## src/rtl/cond_unit_pkg.sv

```systemverilog
// cond_unit_pkg: condition-code encodings and NZCV bit positions shared by alu, decoder and cond_unit
package cond_unit_pkg;
  localparam logic [3:0] COND_EQ = 4'b0000;
  localparam logic [3:0] COND_NE = 4'b0001;
  localparam logic [3:0] COND_CS = 4'b0010;
  localparam logic [3:0] COND_CC = 4'b0011;
  localparam logic [3:0] COND_MI = 4'b0100;
  localparam logic [3:0] COND_PL = 4'b0101;
  localparam logic [3:0] COND_VS = 4'b0110;
  localparam logic [3:0] COND_VC = 4'b0111;
  localparam logic [3:0] COND_HI = 4'b1000;
  localparam logic [3:0] COND_LS = 4'b1001;
  localparam logic [3:0] COND_GE = 4'b1010;
  localparam logic [3:0] COND_LT = 4'b1011;
  localparam logic [3:0] COND_GT = 4'b1100;
  localparam logic [3:0] COND_LE = 4'b1101;
  localparam logic [3:0] COND_AL = 4'b1110;
  localparam logic [3:0] COND_NV = 4'b1111;
  localparam int FLAG_N = 3;
  localparam int FLAG_Z = 2;
  localparam int FLAG_C = 1;
  localparam int FLAG_V = 0;
endpackage

```

## src/rtl/cond_unit_cond_check.sv

```systemverilog
// cond_check: combinational evaluation of a condition field against stored NZCV
module cond_check
  import cond_unit_pkg::*;
(
  input  logic [3:0] i_cond,
  input  logic [3:0] i_flags,
  output logic       o_cond_ex,
  output logic       o_undef
);
  logic w_n, w_z, w_c, w_v;
  assign w_n = i_flags[FLAG_N];
  assign w_z = i_flags[FLAG_Z];
  assign w_c = i_flags[FLAG_C];
  assign w_v = i_flags[FLAG_V];
  assign o_undef = (i_cond == COND_NV);
  always_comb begin
    o_cond_ex = 1'b0;
    case (i_cond)
      COND_EQ: o_cond_ex = w_z;
      COND_NE: o_cond_ex = ~w_z;
      COND_CS: o_cond_ex = w_c;
      COND_CC: o_cond_ex = ~w_c;
      COND_MI: o_cond_ex = w_n;
      COND_PL: o_cond_ex = ~w_n;
      COND_VS: o_cond_ex = w_v;
      COND_VC: o_cond_ex = ~w_v;
      COND_HI: o_cond_ex = w_c & ~w_z;
      COND_LS: o_cond_ex = ~w_c | w_z;
      COND_GE: o_cond_ex = (w_n == w_v);
      COND_LT: o_cond_ex = (w_n != w_v);
      COND_GT: o_cond_ex = ~w_z & (w_n == w_v);
      COND_LE: o_cond_ex = w_z | (w_n != w_v);
      COND_AL: o_cond_ex = 1'b1;
      default: o_cond_ex = 1'b0;
    endcase
  end
endmodule

```

## src/rtl/cond_unit.sv

```systemverilog
// cond_unit: NZCV flag register plus condition-gated write enables for the decoder outputs
module cond_unit
  import cond_unit_pkg::*;
#(
  parameter logic [3:0] FLAG_RESET = 4'b0000
) (
  input  logic       clk,
  input  logic       reset,
  input  logic [3:0] Cond,
  input  logic [3:0] ALUFlags,
  input  logic [1:0] FlagW,
  input  logic       PCS,
  input  logic       RegW,
  input  logic       MemW,
  input  logic       NoWrite,
  input  logic       Stall,
  output logic       PCSrc,
  output logic       RegWrite,
  output logic       MemWrite,
  output logic       CondEx,
  output logic       CondExR,
  output logic       Undef,
  output logic [3:0] Flags
);
  logic [3:0] r_flags;
  logic       r_cond_ex;
  logic       w_cond_ex, w_undef, w_go;
  cond_check u_check (
    .i_cond   (Cond),
    .i_flags  (r_flags),
    .o_cond_ex(w_cond_ex),
    .o_undef  (w_undef)
  );
  assign w_go     = w_cond_ex & ~Stall;
  assign PCSrc    = PCS & w_go;
  assign RegWrite = RegW & ~NoWrite & w_go;
  assign MemWrite = MemW & w_go;
  assign CondEx   = w_cond_ex;
  assign CondExR  = r_cond_ex;
  assign Undef    = w_undef;
  assign Flags    = r_flags;
  // N,Z and C,V halves are written independently so logical ops can keep C/V
  always_ff @(posedge clk or posedge reset) begin
    if (reset) begin
      r_flags   <= FLAG_RESET;
      r_cond_ex <= 1'b0;
    end else begin
      if (FlagW[1] & w_go) r_flags[FLAG_N:FLAG_Z] <= ALUFlags[FLAG_N:FLAG_Z];
      if (FlagW[0] & w_go) r_flags[FLAG_C:FLAG_V] <= ALUFlags[FLAG_C:FLAG_V];
      if (!Stall) r_cond_ex <= w_cond_ex;
    end
  end
endmodule
```

## config.mk

```make
export PLATFORM = sky130hd
export DESIGN_NAME = cond_unit
export DESIGN_NICKNAME = d
export VERILOG_FILES = /design/src/rtl/cond_unit_pkg.sv /design/src/rtl/cond_unit_cond_check.sv /design/src/rtl/cond_unit.sv
export SDC_FILE = /design/constraint.sdc
export NUM_CORES = 1
export LEC_CHECK = 0
export ABC_AREA = 1
export CAP_MARGIN = 40
export CORE_MARGIN = 3
export CORE_UTILIZATION = 33
export DETAILED_ROUTE_END_ITERATION = 10
export PLACE_DENSITY = 0.77
export SLEW_MARGIN = 10
export SYNTH_ARGS = -nofsm -noshare
export SYNTH_HDL_FRONTEND = slang
export SYNTH_HIERARCHICAL = 1
export SYNTH_SLANG_ARGS = --single-unit
```

## constraint.sdc

```tcl
create_clock -name clk -period 1.7 [get_ports clk]
set_input_delay 0.17 -clock clk [delete_from_list [all_inputs] [get_ports clk]]
set_output_delay 0.17 -clock clk [all_outputs]
set_load 0.01 [all_outputs]
```

# After elaboration in Yosys (flattened, before gate mapping)
# Cells that the tools add are included.
op_classes:
  reduce_logical: 1
  n_mux: 1
  n_eq_ne: 17
  bitwise: 17
ops:
  columns: ["operator", "n"]
  rows:
  - ["$eq 4x4->1 const B", 8]
  - ["$eq 4x3->1 const B", 4]
  - ["$pmux 1 s15", 1]
  - ["$and 1x1->1", 9]
  - ["$eq 4x2->1 const B", 2]
  - ["$not 1->1", 6]
  - ["$eq 4x1->1 const B", 1]
  - ["$logic_not 4->1", 1]
  - ["$or 1x1->1", 2]
  - ["$eq 1x1->1", 1]
  - ["$ne 1x1->1", 1]
word_totals:
  register_bits: 5
  output_inout_bits: 10
  word_cells: 39
  in_bits: 17

# Logic depth before layout (Yosys ltp)
# Gate-level depths: netlist (run 1).
logic_depth:
  depth_word: 5
  depth_mapped: 13
  ltp_nobuf: 12

# Hierarchy
# The synthesis (run 1) kept the hierarchy.
modules_own_cells:
  columns: ["mod", "seq_area_each_um2", "area_per_inst_um2", "cells_per_inst", "n_inst"]
  rows:
  - ["cond_unit", 125.1, 244.0, 31, 1]
  - ["cond_check", 0.0, 215.2, 53, 1]

# Worst setup path before layout (run 1)
# No wires, ideal clock.
synth_timing:
  path_kind: "reg2out"
  start: "reg r_flags[3] (netlist: Flags[3])"
  end: "out MemWrite"
  required_ns: 1.530
  slack_ns: 0.160
  arrival_time_ns: 1.370
  path_buffers: 1
  stages_incl_launch_ff: 13
  cell_sequence: "dfrtp_1 -> inv_1 -> nand2_1 -> nand2_1 -> nand2_1 -> nand2_1 -> nand2_1 -> nand2_1 -> nor2_1 -> nand2_1 -> buf_6 -> nand2_1 -> nor2_1"
synth_via:
  elab_chain_len: 5
  elab_cells_between_ends: 8
  classes_between: "eq/ne: 2; mux: 1; bitwise: 5"
synth_rtl:
  columns: ["item", "line", "text"]
  rows:
  - ["start: declaration", "cond_unit.sv:25", "logic [3:0] r_flags;"]
  - ["start signal: indexed assignment", "cond_unit.sv:48", "if (FlagW[1] & w_go) r_flags[FLAG_N:FLAG_Z] <= ALUFlags[FLAG_N:FLAG_Z];"]
  - ["start signal: indexed assignment", "cond_unit.sv:49", "if (FlagW[0] & w_go) r_flags[FLAG_C:FLAG_V] <= ALUFlags[FLAG_C:FLAG_V];"]
  - ["$ne 1x1->1 / $eq 1x1->1 (equally long branches)", null, null]
  - ["$or 1x1->1 / $and 1x1->1 (equally long branches)", "cond_unit_cond_check.sv:32, cond_unit_cond_check.sv:31", null]
  - ["$pmux 1 s15 (*)", "cond_unit_cond_check.sv:18", "case (i_cond)"]
  - ["net CondEx", "cond_unit.sv:20", "output logic CondEx,"]
  - ["$and 1x1->1 (*)", "cond_unit.sv:34", "assign w_go = w_cond_ex & ~Stall;"]
  - ["$and 1x1->1 (*)", "cond_unit.sv:37", "assign MemWrite = MemW & w_go;"]
  - ["end: declaration", "cond_unit.sv:19", "output logic MemWrite,"]
# Mark *: on every way through the listed nets, which the timed path passes. The rest lies on a longest branch.

# Worst setup path in the final report (run 1)
layout_timing:
  start: "reg r_flags[0] (netlist: Flags[0])"
  end: "out CondEx"
layout_via:
  elab_chain_len: 3
  elab_cells_between_ends: 6
  classes_between: "eq/ne: 2; mux: 1; bitwise: 3"
layout_rtl:
  columns: ["item", "line"]
  rows:
  - ["$ne 1x1->1 / $eq 1x1->1 (equally long branches)", null]
  - ["$or 1x1->1 / $and 1x1->1 (equally long branches)", "cond_unit_cond_check.sv:32, cond_unit_cond_check.sv:31"]
  - ["$pmux 1 s15 (*)", "cond_unit_cond_check.sv:18"]
  - ["end: declaration", "cond_unit.sv:20"]
# Every way passes the cells marked *; elsewhere a longest branch is shown, timed or not.

==> impl_metrics.yaml, run 1 <==
power:
  power_leakage_nw: 0.4611
  irDropWorstVdd_mv: 0.7773
  power.total_mw: 0.9917
  power_density_mw_per_mm2: 1176
worst_setup_path:
  path_cells: "buf_4, buf_4, nand2_2, nand2_1, nand2_1, nand2_1, nor2_1, nand2_2, buf_4, buf_6"
  worstPathMaxFanout: 4
  cpPeakStageDelay_ps: 400
  critPathKind: "register to output pin"
  crit_slowest_cell: "dfrtp_1"
  end_kind: "output pin"
  crit_path_start_kind: "register"
  cp.arrival_ps: 1600
  required_ps: 1530
layout:
  register_area_um2: 125.1
  multi_input_area_um2: 297.8
  fin_util_pct: 70.21
  nFillCells: 105
  area_growth_pct: 83.65
  num_antenna_cells: 0
  drive_gt1_share_pct: 25.81
  nets: 142
cts:
  clock_sinks: 5
  clk_pin_slew_ps: 40
  cts_hold_buffers: 0
  cts_made_buffers: 3
  clkLatencyLatePin_ps: 240
  h-tree-depth: 1
  cts_root_buffer: "clkbuf_4"
  cts_tree: "yes"
  clock_path_buffers: 2
placement:
  dp_slack_ps: -568.1
  dp_hpwl_um: 1106
  portBuffers: 26
  globalplace.congestion: 0.8910
synth:
  synthesis.nets: 101
  avgSynthCellArea_um2: 5.467
  synthesis.area_um2: 459.2
  synthCells: 84
  post-synth-top-area-fraction_pct: 28.61
  synth_fa_ha_area_share_pct: 0
  synth-compound-area-share_pct: 2.997
  ys_seq_elements: 5
  synth_top_family_by_area: "simple AND/OR/NAND/NOR gates"
  synth_cell_types: 11
  ys_warn_count: 6
  ys_seq_area_share_pct: 27.25
  ys_top_cells_by_area: "nand2_1, dfrtp_1, nand3_1, inv_1, nor2_1"
  yosysTopAreaCell: "nand2_1"
  synth_simple_gate_area_share_pct: 55.86
  synthMuxAreaShare_pct: 0
  synth-xor-area-share_pct: 0
floorplanning:
  die_x_um: 43.30
  die_h_um: 43.30
  core_area_mm2: 0.001201
  num_io_pins: 27
  placementRows: 12
  dieArea_mm2: 0.001875
  initial_core_util_pct: 38.23
sta:
  finalSetupTns_ps: -213.0
  setup_viol: 4
  rsz0062_at_grt: "true"
  fin_ws_ps: -69.56
  worst_slew_pin_slew_ps: 214.5
  fin_crit_ps: 1770
  fmax_mhz: 565.1
  report.final.hold_viol_count: 0
  max_slew_margin_pct: 85.65
  skew_ps: 2.131
  drv_slew: 0
  finalCritPeriodShare_pct: 104.1
  whs_ps: 136.8
detailed_routing:
  vias_per_cell: 4.710
  dr.pass1.iters: 4
  wl_per_cell_um: 10.17
  drtIter0Drc: 15
  antenna_left: 0
  post-route-drc-count: 0
  num_vias: 650
  drt_wl_total_um: 1404
grt:
  grt_pass1_wl_um: 2249
  antenna_found_initial: 0
  grtUsageTotal_pct: 15.23
  grt_pass1_vias: 584
  gr-total-overflow: 0
  grt_max_degree: 7
hold_path:
  min-delay-path-class: "input port to asynchronous set/reset pin"
run_status:
  violations: "negative setup slack"
  status: "finished, violations left"
job:
  max-cap-violations: 0
==> where the power goes <==
group | internal, mW | leakage (nW) | switching [mW]
Clock | 0.0885 | 0.0150 | 0.0459
Combinational | 0.341 | 0.384 | 0.289
Sequential | 0.172 | 0.0623 | 0.0555
==> metrics by stage <==
step,cell area [µm²],std cells
floorplan,459.2,84
global placement,800.8,133
detailed placement,800.8,133
CTS,818.3,137
global route,843.3,138
finish,843.3,138
==> cell usage in the layout, fill, tap and decap left out <==
| cell | count |
|---|---|
| nand2_1 | 27 |
| clkbuf_1 | 1 |
| nor3_1 | 1 |
| dfrtp_1 | 5 |
| clkbuf_4 | 3 |
| nand3_1 | 9 |
| buf_4 | 11 |
| inv_1 | 11 |
| nand2_2 | 8 |
| nand3_2 | 1 |
| a21oi_1 | 1 |
| buf_2 | 3 |
| nor2_1 | 11 |
| a21oi_2 | 1 |
| clkdlybuf4s50_1 | 18 |
| buf_6 | 1 |
| inv_2 | 3 |
| nor2_2 | 1 |
| nand4_1 | 4 |
| dlygate4sd2_1 | 4 |
==> what timing repair did <==
item                                    4_1_cts  5_1_grt
pin swaps                                     4        6
endpoints found under the setup margin        5        4
hold endpoints to repair                      0        0
buffers inserted                              0        1
resized for setup                            26        7
==> routing by layer <==
metal	share of wire, %	global-route usage (%)
met5	0	0
met1	39	17.54
met3	8.9	4.237
met4	0.71	5.422
met2	51	26.55
==> critical path, delay by kind of cell, from the launching register on <==
kind / cells / cell delay, ps
buffers and inverters: 4 / 550
and+or+nand+nor: 6 / 420
DFF: 1 / 400
==> final cells by class <==
type / count / share of cell area (%)
clock buffers: 4 / 3.116
repair buffers: 37 / 38.43
multi-input cells: 64 / 35.31
inverters: 14 / 6.231
well taps: 14 / 2.077
flip-flops and latches: 5 / 14.84
==> Yosys cell counts <==
| cell | number |
|---|---|
| a21oi_1 | 1 |
| a21oi_2 | 1 |
| buf_6 | 1 |
| dfrtp_1 | 5 |
| inv_1 | 13 |
| inv_2 | 1 |
| nand2_1 | 35 |
| nand3_1 | 10 |
| nand4_1 | 4 |
| nor2_1 | 12 |
| nor3_1 | 1 |
==> cells by family (layout without fill, tap and decap cells) <==
kind of cell           count (synthesis)  in the layout
AOI/OAI and AO/OA                      2              2
buffers and inverters                 15             55
DFF                                    5              5
and+or+nand+nor                       62             62
==> registers in the layout (all words and copies together), names as in the netlist <==
signal,flops
CondExR,1
Flags,4
==> path summary, 6_finish.rpt <==
| kind | startpoint | endpoint | slack (ps) | cells after the start |
|---|---|---|---|---|
| max | Flags[0] | CondEx | -70 | 10 |
| min | reset | Flags[1] | 140 | 2 |
| max reg2reg | Flags[0] | Flags[3] | 180 | 12 |
| min reg2reg | CondExR | CondExR | 500 | 2 |
| max in group asynchronous | reset | CondExR | 1390 | 2 |
| min in group clk | CondExR | CondExR | 500 | 2 |
Note: power is estimated with default switching activity, not from simulation.
==> run 2, diff against run 1 <==
- MAX_ROUTING_LAYER: not set -> met4
==> run 2 against run 1 <==
The run still ends with negative setup slack left; worst hold slack about the same; sequential share of layout area unchanged; combinational power about the same; clock skew about the same; global-route usage increased by 0.47 points; maximum frequency about the same; final cell count unchanged; die area unchanged; utilization unchanged.
==> impl_metrics.yaml, run 2 (synthesis gave the netlist of run 1 again) <==
run_status:
  status: "finished, violations left"
  violations: "negative setup slack"
worst_setup_path:
  startpoint: "Flags[0]"
  worstPathMaxFanout: 4
  r2r-start: "Flags[0]"
  path_cells: "buf_4, buf_4, nand2_2, nand2_1, nand2_1, nand2_1, nor2_1, nand2_2, buf_4, buf_6"
  cp.arrival_ps: 1600
  end_kind: "output pin"
  crit_path_start_kind: "register"
  cpPeakStageDelay_ps: 400
  critPathKind: "register to output pin"
  required_ps: 1530
  crit_slowest_cell: "dfrtp_1"
layout:
  largest_reg_flops: 4
  final_common_cell: "nand2_1"
  multi_input_area_um2: 297.8
  fin_util_pct: 70.21
  num_antenna_cells: 0
  register_area_um2: 125.1
  nFillCells: 105
  final_design_area_no_fill_um2: 843.3
  nets: 142
  area_growth_pct: 83.65
  final_cell_mix: "nand2_1, clkdlybuf4s50_1, inv_1, nor2_1, buf_4"
  drive_gt1_share_pct: 25.81
sta:
  report.final.hold_viol_count: 0
  fin_ws_ps: -68.32
  fmax_mhz: 565.5
  setup_viol: 4
  skew_ps: 2.132
  finalCritPeriodShare_pct: 104.0
  finalSetupTns_ps: -204.6
  max_slew_margin_pct: 85.65
  fin_crit_ps: 1768
  worst_slew_pin_slew_ps: 214.5
  rsz0062_at_grt: "true"
  drv_slew: 0
floorplanning:
  num_io_pins: 27
  core_area_mm2: 0.001201
  die_h_um: 43.30
  die_x_um: 43.30
  initial_core_util_pct: 38.23
  dieArea_mm2: 0.001875
  placementRows: 12
detailed_routing:
  antenna_left: 0
  post-route-drc-count: 0
  top_layer: "met4"
  wl_met3_um: 111
  dr.pass1.iters: 4
  dr_wl_met2_um: 717
  num_vias: 649
  drtIter0Drc: 15
  wl_per_cell_um: 10.12
  drt_wl_total_um: 1397
  vias_per_cell: 4.703
  drt-met1-wl_um: 558
power:
  power_leakage_nw: 0.4611
  power_density_mw_per_mm2: 1175
  irDropWorstVdd_mv: 0.7772
  p_clk_share_pct: 13.6
  p_int_mw: 0.6014
  seqPwrFrac_pct: 22.9
  power_frac_comb_pct: 63.5
  power.switching_mw: 0.3893
  power.total_mw: 0.9907
  netSwitchingFraction_pct: 39.29
cts:
  clock_sinks: 5
  clock_path_buffers: 2
  cts_made_buffers: 3
  cts_tree: "yes"
  clkLatencyLatePin_ps: 240
  clk_pin_slew_ps: 40
  h-tree-depth: 1
  cts_root_buffer: "clkbuf_4"
  cts_hold_buffers: 0
placement:
  globalplace.congestion: 0.9060
  portBuffers: 26
  placed_area_um2: 800.8
  dp_hpwl_um: 1106
  dp_slack_ps: -568.1
grt:
  grt_pass1_vias: 584
  antenna_found_initial: 0
  gr-total-overflow: 0
  grt_max_degree: 7
  grtUsageTotal_pct: 15.70
  grt_pass1_wl_um: 2249
hold_path:
  min-delay-path-class: "input port to asynchronous set/reset pin"
job:
  max-cap-violations: 0
[run 2: repair_timing]
item	in CTS	in global routing
endpoints found under the setup margin	5	4
pin swaps	4	6
resized for setup	26	7
setup buffers	0	1
hold endpoints to repair	0	0
[run 2: layout make-up]
| type | count | share of cell area (%) |
|---|---|---|
| sequential | 5 | 14.84 |
| tap | 14 | 2.077 |
| timing repair buffer | 37 | 38.43 |
| inverter | 14 | 6.231 |
| clock buffer | 4 | 3.116 |
| multi-input combinational | 64 | 35.31 |
[run 2: worst paths after layout]
| path | slack [ps] | endpoint | cells after the start |
|---|---|---|---|
| hold / removal | 140 | Flags[1] | 2 |
| setup / recovery | -70 | CondEx | 10 |
| hold reg to reg | 500 | CondExR | 2 |
| setup reg to reg | 180 | Flags[3] | 12 |
| max in group asynchronous | 1390 | CondExR | 2 |
| min in group clk | 500 | CondExR | 2 |
[run 2: per-layer routing]
layer  track usage [%]  vias up
met2             26.55       28
met1             18.05      278
met4             5.422        0
met5                 -        -
met3             3.390        2
li1                  -      341
[run 2: worst max-delay path, delay by kind of cell (launching register included)]
family,cells,cell delay [ps]
flip-flops,1,400
buffers and inverters,4,550
AND/OR/NAND/NOR,6,420
[run 2: power by group through the flow]
stage	clock network (mW)	logic, mW	registers, mW
global route	0.148	0.697	0.232
floorplan	0	0.216	0.249
finish	0.134	0.629	0.227
CTS	0.139	0.585	0.221
global placement	0	0.571	0.220
detailed placement	0	0.580	0.222
[run 2: stage by stage]
stage | instances | hold WS (ps)
2_1_floorplan | 84 | -51.48
3_3_place_gp | 133 | 380.5
3_5_place_dp | 133 | 402.2
4_1_cts | 137 | 148.7
5_1_grt | 138 | 160.5
6_report | 138 | 137.0
==> run 3, diff against run 2 <==
- PLACE_DENSITY: 0.77 -> 0.82
==> run 3 against run 2 <==
The flow still finishes with violations (negative setup slack); clock power rose by 4%; sequential cell count did not move; register-to-register slack got worse by 110 ps; maximum frequency fell by 0.50%; die area did not move; combinational power rose by 24%; clock skew rose by 2.9 ps; critical path type unchanged; highest routed layer unchanged.
==> impl_metrics.yaml, run 3 (synthesis gave the netlist of run 1 again) <==
run_status:
  status: "finished, violations left"
  violations: "negative setup slack"
floorplanning:
  initial_core_util_pct: 38.23
  dieArea_mm2: 0.001875
  core_area_mm2: 0.001201
  die_x_um: 43.30
  die_h_um: 43.30
  num_io_pins: 27
  placementRows: 12
cts:
  h-tree-depth: 1
  cts_made_buffers: 3
  cts_root_buffer: "clkbuf_4"
  clkLatencyLatePin_ps: 240
  clock_path_buffers: 2
  clock_sinks: 5
  cts_tree: "yes"
  clk_pin_slew_ps: 50
  cts_hold_buffers: 0
worst_setup_path:
  cpMostUsedCell: "nand2_2"
  crit_path_start_kind: "register"
  required_ps: 1530
  crit_family: "simple AND/OR/NAND/NOR gates"
  r2r_cells: 13
  cp.arrival_ps: 1610
  path_cells: "inv_2, nand2_2, nand2_2, buf_4, nand3_2, nand3_2, nor2_2, nand2_2, nand2_2, nor2_1, buf_2"
  rrSetupSlack_ps: 70
  r2r-start: "Flags[0]"
  r2r_end: "Flags[3]"
  worstPathMaxFanout: 4
  crit_slowest_cell: "dfrtp_1"
  path_buf_inv: 3
  cp_num_cells: 11
  end_kind: "output pin"
  cpPeakStageDelay_ps: 390
  critPathKind: "register to output pin"
detailed_routing:
  drt_wl_total_um: 1780
  drtIter0Drc: 12
  post-route-drc-count: 0
  wl_met3_um: 112
  dr_wl_met2_um: 987
  wl_per_cell_um: 12.36
  antenna_left: 0
  top_layer: "met4"
  vias_per_cell: 4.917
  drt-met1-wl_um: 647
  dr.pass1.iters: 4
  num_vias: 708
placement:
  globalplace.congestion: 0.9190
  portBuffers: 26
  dp_hpwl_um: 1196
  dp_slack_ps: -645.5
  placed_area_um2: 800.8
sta:
  fmax_mhz: 562.7
  skew_ps: 5.039
  drv_slew: 0
  setup_viol: 4
  fin_crit_ps: 1777
  worst_slew_pin_slew_ps: 217.7
  finalCritPeriodShare_pct: 104.5
  max_slew_margin_pct: 85.38
  rsz0062_at_grt: "true"
  fin_ws_ps: -77.22
  whs_ps: 136.5
  report.final.hold_viol_count: 0
grt:
  grt_pass1_wl_um: 2635
  grt_max_degree: 7
  grtUsageTotal_pct: 19.18
  grt_pass1_vias: 680
  gr-total-overflow: 0
  antenna_found_initial: 0
layout:
  nets: 148
  largest_reg_flops: 4
  area_growth_pct: 103.8
  final_cell_mix: "nand2_1, clkdlybuf4s50_1, buf_4, nand2_2, inv_1"
  final_design_area_no_fill_um2: 935.9
  drive_gt1_share_pct: 38.46
  nFillCells: 102
  final_common_cell: "nand2_1"
  num_antenna_cells: 0
hold_path:
  min-delay-path-class: "input port to asynchronous set/reset pin"
power:
  power_density_mw_per_mm2: 1225
  irDropWorstVdd_mv: 0.7534
  power_leakage_nw: 0.5140
job:
  max-cap-violations: 0
## run 3: cell count changes in the layout (fill, tap and decap cells not counted)
cell | before | now
nor2_1 | 11 | 6
nand2_2 | 8 | 12
nor2_2 | 1 | 6
nand3_2 | 1 | 4
dlymetal6s2s_1 | 0 | 1
buf_4 | 11 | 15
clkdlybuf4s50_1 | 18 | 17
nand3_1 | 9 | 6
buf_6 | 1 | 3
nand2_1 | 27 | 23
## run 3: per-stage QoR
stage / total power [mW] / util [%] / std cells / setup TNS [ps]
after CTS: 1.021 / 71.98 / 142 / -117.7
final: 1.146 / 77.92 / 144 / -215.3
after detailed placement: 0.8021 / 66.67 / 133 / -3220
after global placement: 0.7855 / 66.67 / 133 / -2565
after floorplan: 0.4645 / - / 84 / 0
after global routing: 1.230 / 77.92 / 144 / -792.0
## run 3: worst reg2reg max path: cells and delay by family (launching register included)
kind | cells | cell delay (ps)
buf+inv | 4 | 490
flops | 1 | 390
simple gates | 9 | 680
## run 3: power breakdown
part / internal [mW] / leakage, nW / switching, mW
clock network: 0.0888 / 0.0150 / 0.0498
logic: 0.433 / 0.437 / 0.347
registers: 0.172 / 0.0623 / 0.0564
## run 3: area by class of cell
type / count / area, µm² / share of cell area [%]
flip-flops and latches: 5 / 125.1 / 13.37
multi-input cells: 64 / 335.3 / 35.83
repair buffers: 43 / 379.1 / 40.51
well taps: 14 / 17.52 / 1.872
clock buffers: 4 / 26.28 / 2.807
inverters: 14 / 52.55 / 5.615
## run 3: how the worst max path moves through the flow
stage,endpoint,slack [ps],startpoint
CTS,PCSrc,-40,Flags[0]
detailed placement,MemWrite,-650,Cond[0]
global route,MemWrite,-190,Flags[0]
finish,MemWrite,-80,Flags[0]
floorplan,MemWrite,160,Flags[3]
global placement,MemWrite,-560,Cond[0]
## run 3: metal layers
layer	track usage (%)	vias up
met5	-	-
met4	7.831	0
met3	2.966	4
met2	36.28	29
met1	18.95	325
li1	-	350
## run 3: what timing repair did
| item | CTS | global route |
|---|---|---|
| setup buffers | 5 | 2 |
| pin swaps | 1 | 11 |
| endpoints found under the setup margin | 5 | 8 |
| resized for setup | 28 | 20 |
